<file path="src/rtl/sumador_pkg.sv">
// sumador_pkg
// Shared definitions for the serial adder/subtractor:
//   state_t   - controller state encoding (IDLE, RUN, FIN)
//   cnt_width - width of the slice counter for a given number of steps
package sumador_pkg;

    typedef enum logic [1:0] {
        IDLE = 2'd0,
        RUN  = 2'd1,
        FIN  = 2'd2
    } state_t;

    // ceil(log2(steps)), never less than 1 so the counter always exists.
    function automatic int cnt_width(input int steps);
        int w;
        w = 1;
        while ((32'd1 << w) < steps) begin
            w = w + 1;
        end
        return w;
    endfunction

endpackage

</file>
<file path="src/rtl/sumador_serie_fa_chunk.sv">
// fa_chunk
// Combinational CHUNK-bit ripple of full-adder cells.
// Ports:
//   a, b   in  CHUNK  operand slices
//   ci     in  1      carry in to bit 0
//   s      out CHUNK  sum slice
//   co     out 1      carry out of the top bit
//   c_msb  out 1      carry into the top bit (for overflow detection)
module fa_chunk #(
    parameter int CHUNK = 2
) (
    input  logic [CHUNK-1:0] a,
    input  logic [CHUNK-1:0] b,
    input  logic             ci,
    output logic [CHUNK-1:0] s,
    output logic             co,
    output logic             c_msb
);

    logic [CHUNK:0] c;

    // Ripple chain: c[i] is the carry into bit i.
    always_comb begin
        s    = '0;
        c    = '0;
        c[0] = ci;
        for (int i = 0; i < CHUNK; i++) begin
            s[i]     = a[i] ^ b[i] ^ c[i];
            c[i + 1] = (a[i] & b[i]) | (c[i] & (a[i] ^ b[i]));
        end
    end

    assign co    = c[CHUNK];
    assign c_msb = c[CHUNK-1];

endmodule

</file>
<file path="src/rtl/sumador_serie.sv">
// sumador_serie
// Multi-cycle WIDTH-bit adder/subtractor processing CHUNK bits per clock,
// LSB slice first, through a registered carry.
// Ports:
//   CLK    in  1      clock, rising edge
//   RST    in  1      synchronous active-high reset
//   START  in  1      request, honoured in IDLE or FIN
//   SUB    in  1      0: A+B+AE, 1: A-B-AE
//   A, B   in  WIDTH  operands, latched on an accepted START
//   AE     in  1      carry/borrow in
//   BUSY   out 1      high while in RUN
//   DONE   out 1      one-cycle pulse, results valid
//   SUMA   out WIDTH  result
//   AS     out 1      carry out (in SUB mode 1 = no borrow)
//   OV     out 1      two's-complement overflow
module sumador_serie
    import sumador_pkg::*;
#(
    parameter int WIDTH = 8,
    parameter int CHUNK = 2
) (
    input  logic             CLK,
    input  logic             RST,
    input  logic             START,
    input  logic             SUB,
    input  logic [WIDTH-1:0] A,
    input  logic [WIDTH-1:0] B,
    input  logic             AE,
    output logic             BUSY,
    output logic             DONE,
    output logic [WIDTH-1:0] SUMA,
    output logic             AS,
    output logic             OV
);

    localparam int STEPS = WIDTH / CHUNK;
    localparam int CW    = cnt_width(STEPS);

    state_t           state;
    logic [WIDTH-1:0] a_sh;
    logic [WIDTH-1:0] b_sh;
    logic [WIDTH-1:0] work;
    logic             carry;
    logic [CW-1:0]    cnt;

    logic [CHUNK-1:0] slice_s;
    logic             slice_co;
    logic             slice_cmsb;
    logic [WIDTH-1:0] work_next;
    logic             last_step;

    fa_chunk #(
        .CHUNK(CHUNK)
    ) u_fa (
        .a     (a_sh[CHUNK-1:0]),
        .b     (b_sh[CHUNK-1:0]),
        .ci    (carry),
        .s     (slice_s),
        .co    (slice_co),
        .c_msb (slice_cmsb)
    );

    // New slices enter at the top of the working register, so after STEPS
    // shifts the first (LSB) slice has arrived at bit 0.
    assign work_next = (work >> CHUNK) | (WIDTH'(slice_s) << (WIDTH - CHUNK));
    assign last_step = (cnt == CW'(STEPS - 1));

    // Controller, datapath registers and registered outputs in one process.
    // IDLE and FIN share the accept path, which is what lets a START held in
    // FIN chain the next operation without an idle cycle.
    always_ff @(posedge CLK) begin
        if (RST) begin
            state <= IDLE;
            a_sh  <= '0;
            b_sh  <= '0;
            work  <= '0;
            carry <= 1'b0;
            cnt   <= '0;
            BUSY  <= 1'b0;
            DONE  <= 1'b0;
            SUMA  <= '0;
            AS    <= 1'b0;
            OV    <= 1'b0;
        end else begin
            DONE <= 1'b0;
            case (state)
                IDLE, FIN: begin
                    if (START) begin
                        // Subtraction becomes A + ~B + ~AE.
                        a_sh  <= A;
                        b_sh  <= B ^ {WIDTH{SUB}};
                        carry <= AE ^ SUB;
                        cnt   <= '0;
                        BUSY  <= 1'b1;
                        state <= RUN;
                    end else begin
                        state <= IDLE;
                    end
                end
                RUN: begin
                    a_sh  <= a_sh >> CHUNK;
                    b_sh  <= b_sh >> CHUNK;
                    carry <= slice_co;
                    work  <= work_next;
                    cnt   <= cnt + 1'b1;
                    if (last_step) begin
                        cnt   <= '0;
                        BUSY  <= 1'b0;
                        DONE  <= 1'b1;
                        SUMA  <= work_next;
                        AS    <= slice_co;
                        OV    <= slice_co ^ slice_cmsb;
                        state <= FIN;
                    end
                end
                default: begin
                    BUSY  <= 1'b0;
                    state <= IDLE;
                end
            endcase
        end
    end

endmodule

</file>
<file path="config.mk">
export PLATFORM = sky130hd
export DESIGN_NAME = sumador_serie
export DESIGN_NICKNAME = d
export VERILOG_FILES = /design/src/rtl/sumador_pkg.sv /design/src/rtl/sumador_serie_fa_chunk.sv /design/src/rtl/sumador_serie.sv
export SDC_FILE = /design/constraint.sdc
export NUM_CORES = 1
export LEC_CHECK = 0
export ABC_AREA = 1
export CORE_AREA = 2 2 59 61
export DETAILED_ROUTE_END_ITERATION = 8
export DIE_AREA = 0 0 61 63
export DONT_BUFFER_PORTS = 1
export PLACE_DENSITY_LB_ADDON = 0.15
export SYNTH_ARGS = -nofsm -noshare
export SYNTH_HDL_FRONTEND = slang
export SYNTH_SLANG_ARGS = --single-unit
</file>
<file path="constraint.sdc">
create_clock -name CLK -period 2.4 [get_ports CLK]
set_clock_uncertainty 0.15 [all_clocks]
set_input_delay 0.48 -clock CLK [delete_from_list [all_inputs] [get_ports CLK]]
set_output_delay 0.48 -clock CLK [all_outputs]
set_load 0.03 [all_outputs]
</file>
======== Yosys cells after proc, flatten, opt, wreduce, memory -nomap -nowiden ========
Cells that the tools add are included.
word-level totals
  latch bits .............................. 0
  register bits after elaboration ......... 41
  logic and storage cells ................. 55
  ROM bits ................................ 0
  RAM bits ................................ 0
  memories kept ........................... 0
  output and inout port bits .............. 12
  input port bits ......................... 21
cells by class
  bitwise operators ....................... 15
  equality and inequality tests ........... 5
  $mul .................................... 0
  $add $sub $neg .......................... 1
  shift-type cells ........................ 0
  $lt $le $gt $ge ......................... 0
  divide/modulo/power cells ............... 0
  reduce and logical (&&, ||, !) cells .... 7
  muxes and demuxes ....................... 16
operators by type and width
  kind                   number
  $pmux W8 S2            2
  $mux W8                2
  $or A6 B8 Y8           1
  $pmux W2 S2            2
  $xor A8 B8 Y8          1
  $mux W2                3
  $reduce_and A2 Y1      3
  $xor A1 B1 Y1          6
  $mux W1                5
  $and A1 B1 Y1          4
  $eq A2 B2 Y1 const B   2
  $ne A2 B2 Y1 const B   2
  $pmux W1 S2            2
  $reduce_or A2 Y1       2
  $add A2 B1 Y2 const B  1
  $eq A2 B1 Y1 const B   1
  $logic_not A2 Y1       1
  $or A1 B1 Y1           2
  $reduce_bool A2 Y1     1
  $not A1 Y1             1

======== Longest topological paths before layout ========
  depth after elaboration ................. 6
  gate-level depth with buffers ........... 8
  mapped depth without buffers ............ 8

======== Cells and area by module ========
Synthesis repeated with hierarchy kept, for this count alone.
second synthesis, totals
  cell total of the unflattened synthesis .. 240
  area, all modules ....................... 1818.0 µm²
by module, submodules not included
  module         times used  area each (µm²)  cells an instance  seq. area each (µm²)
  sumador_serie  1           1778.0           238                780.7
  fa_chunk       1           40.0             2                  0.0

======== Worst setup path before layout ========
No wires, ideal clock.
  path kind ............................... register to register
  start ................................... register a_sh[0]
  end ..................................... register OV
  arrival ................................. 1.554 ns
  slack ................................... 0.580 ns
  required time ........................... 2.134 ns
  path buffers ............................ 0
  stages on the path, launching flop included .. 7
  library setup time ...................... 0.116 ns
  clock period less this slack ............ 1.820 ns
  cell sequence ........................... dfxtp_1 -> inv_1 -> fa_1 -> fa_1 -> xor2_1 -> nor2_1 -> nor2_1
between the ends
  longest elaborated chain between the ends .. 6
  elaborated cells between the ends (all ways) .. 7
  those cells by class .................... bitwise (7)
RTL lines
  what                      line                          source
  start: declaration        sumador_serie.sv:40           logic [WIDTH-1:0] a_sh;
  start signal: assignment  sumador_serie.sv:101          a_sh <= a_sh >> CHUNK;
  $xor A1 B1 Y1             sumador_serie_fa_chunk.sv:29  c[i + 1] = (a[i] & b[i]) | (c[i] & (a[i] ^ b[i]));
  $and A1 B1 Y1             sumador_serie_fa_chunk.sv:29
  $or A1 B1 Y1 *            sumador_serie_fa_chunk.sv:29
  $and A1 B1 Y1             sumador_serie_fa_chunk.sv:29
  $or A1 B1 Y1              sumador_serie_fa_chunk.sv:29
  $xor A1 B1 Y1 *           sumador_serie.sv:112          OV <= slice_co ^ slice_cmsb;
  end signal: assignment    sumador_serie.sv:112
  end: declaration          sumador_serie.sv:33           output logic OV
Every way passes the cells marked *; elsewhere a longest branch is shown, timed or not.
A chain may end at the register's enable or synchronous reset.

======== Worst setup path after layout ========
Same ends and word-level chain as after synthesis.

==> results.md <==
- Initial drt markers: 61
- Full die area: 3840 sq um
- # resized after CTS: 0
- Worst hold path type: in2reg
- Area Growth Syn to Fin: 3.86%
- Status: finished, final reports clean
- Final Hold Viols: 0
- Tot GR Track Use: 19.8%
- Row cnt: 21
- Total CTS buffers: 5
- Number of buffers added on ports: 0
- DP Wirelength: 2.17 mm
- Critical Path RT: 2500 ps
- Flops & latches, synth: 39
- Vias in the first global route: 1372
- Worst-path fanout max: 3
- Synth top area cells: dfxtp_1, nand2_1, inv_1
- Unrepaired setup endpoints after global routing: no
- VDD IR max: 442 uV
- Post-DP Area: 1820 sq um
- Register area share after synthesis: 43.0%
- Fin crit period: 1880 ps
- Layout cells sized above 1: 14.1%
- Remaining antenna violation count: 0
- Antenna Cells: 0
- Clock-pin transition on the worst setup and hold timing paths: 110 ps
- Synth top area share: 43.0%
- Cell taking the most area after synthesis: dfxtp_1
- Distinct cells, synth: 23
- YS warnings: 0
- Final period utilization: 78.5%
- # DRC: 0
- Max-slew violations: 0
- Net count, final: 271
- Most common cell after layout, fill and taps aside: nand2_1
- Largest net degree at the start of global routing: 24
- RD Place Congestion: 0.746
- Post-route cell area: 1890 sq um
- # setup viols final: 0
- Most frequent cells in the layout: nand2_1, dfxtp_1, inv_1
- Die H: 63 um
- Crit end category: register
- Total Wirelength: 3.23 mm
- Post-Syn Nets: 269
- Clk sinks: 39
- Router iterations before antenna repair: 4
- Initial antenna violation count: 0
- Root Buffer Master: clkbuf_4
- Starting density of the core: 56.2%
- Grt ovf: 0
- CP arrival: 1990 ps
- CP Launch Type: register
- Boundary pin count: 33
- Slew HR: 65.1%
- MaxCap Viol Count: 0
- First-pass GRT wire length: 5.73 mm
- Mapped Cells: 245
- H-tree levels: 2
- CP Class: reg2reg
- Setup total negative slack: 0 ps
- Die Width: 61 um
- Drt wl/cell: 11.0 um
- Core area: 3230 sq um
- Power Density: 632 nW/um^2
- Mapped Area: 1820 sq um
- Worst setup margin: 517 ps
- Worst Tran Pin Value: 522 ps
- Fmax: 0.531 GHz
- Mapped Avg Cell Area: 7.42 sq um
- Worst-Skew Late Latency: 350 ps
- CTS tree: yes
- Avg Vias per Cell: 4.77
- Leak: 0.890 nW
- Setup WS pre-CTS: 518 ps
- Via Count: 1403
- Bufs on Longest Clock Path: 2
==> report_power, final <==
part           switching (mW)  leakage [nW]  internal (mW)
registers              0.0241         0.319          0.683
logic                   0.101         0.542         0.0586
clock network           0.212        0.0293          0.114
total                   0.336         0.890          0.856
==> registers in the layout, indices dropped and copies added, names as in the netlist <==
| signal | cells |
|---|---|
| cnt | 2 |
| carry | 1 |
| SUMA | 8 |
| OV | 1 |
| a_sh | 8 |
| state | 2 |
| b_sh | 8 |
| DONE | 1 |
| work | 6 |
| BUSY | 1 |
| AS | 1 |
==> cells in the mapped netlist, drive strengths merged <==
cell type / number
a211oi: 2
a21oi: 14
buf: 8
clkbuf: 1
dfxtp: 39
fa: 2
ha: 1
inv: 40
nand2: 72
nand3: 22
nor2: 24
o21a: 1
o21ai: 16
xor2: 3
==> logic make-up after synthesis <==
kind of cell,after synthesis,share of synthesized area (%)
XOR/XNOR,3,1.45
AO/OA/AOI/OAI,33,11.4
adder cells (fa/ha/maj),3,2.89
AND/OR/NAND/NOR,118,29.1
buffers and inverters,49,12.3
flip-flops,39,43.0
==> final cells by class <==
class,count,area [sq um]
timing repair buffer,4,35.0
inverter,40,150
clock inverter,1,5.00
sequential,39,781
fill,339,1350
multi-input combinational,157,813
clock buffer,7,45.0
tap,46,57.6
==> routing by layer <==
| metal | vias up | share of wire [%] | global-route usage (%) |
|---|---|---|---|
| li1 | 756 | - | - |
| met1 | 615 | 48 | 24.4 |
| met2 | 25 | 45 | 31.0 |
| met3 | 7 | 4.6 | 5.80 |
| met4 | 0 | 2.0 | 8.97 |
| met5 | - | 0 | 0 |
==> per-stage QoR <==
step | util (%) | power (mW) | hold slack (ps) | instances
finish | 58.4 | 1.19 | 22.0 | 294
global route | 58.4 | 1.26 | 1.93 | 294
floorplan | - | 0.869 | 287 | 245
detailed placement | 56.2 | 0.879 | 299 | 284
CTS | 57.8 | 1.20 | 11.7 | 292
global placement | 56.2 | 0.877 | 299 | 284
==> worst max-delay path: stages, from the launching register on <==
cell and delay [ps]:
dfxtp_1 360, inv_1 60, fa_1 470, fa_1 430, xor2_1 180, nor2_1 100
nor2_1 50
==> final timing paths <==
kind / from / to / slack [ps] / cells past startpoint
max: a_sh[0]$_SDFFE_PP0P_ / OV$_SDFFE_PP0P_ / 520 / 6
min: RST / a_sh[4]$_SDFFE_PP0P_ / 20 / 1
max reg2reg: a_sh[0]$_SDFFE_PP0P_ / OV$_SDFFE_PP0P_ / 520 / 6
min reg2reg: b_sh[7]$_SDFFE_PP0P_ / b_sh[7]$_SDFFE_PP0P_ / 320 / 2
==> repair_timing <==
item	4_1_cts	5_1_grt
hold buffers	0	2
endpoints found under the hold margin	0	4
setup buffers	0	0
endpoints found under the setup margin	0	0
Note: power is estimated with default switching activity, not from simulation.
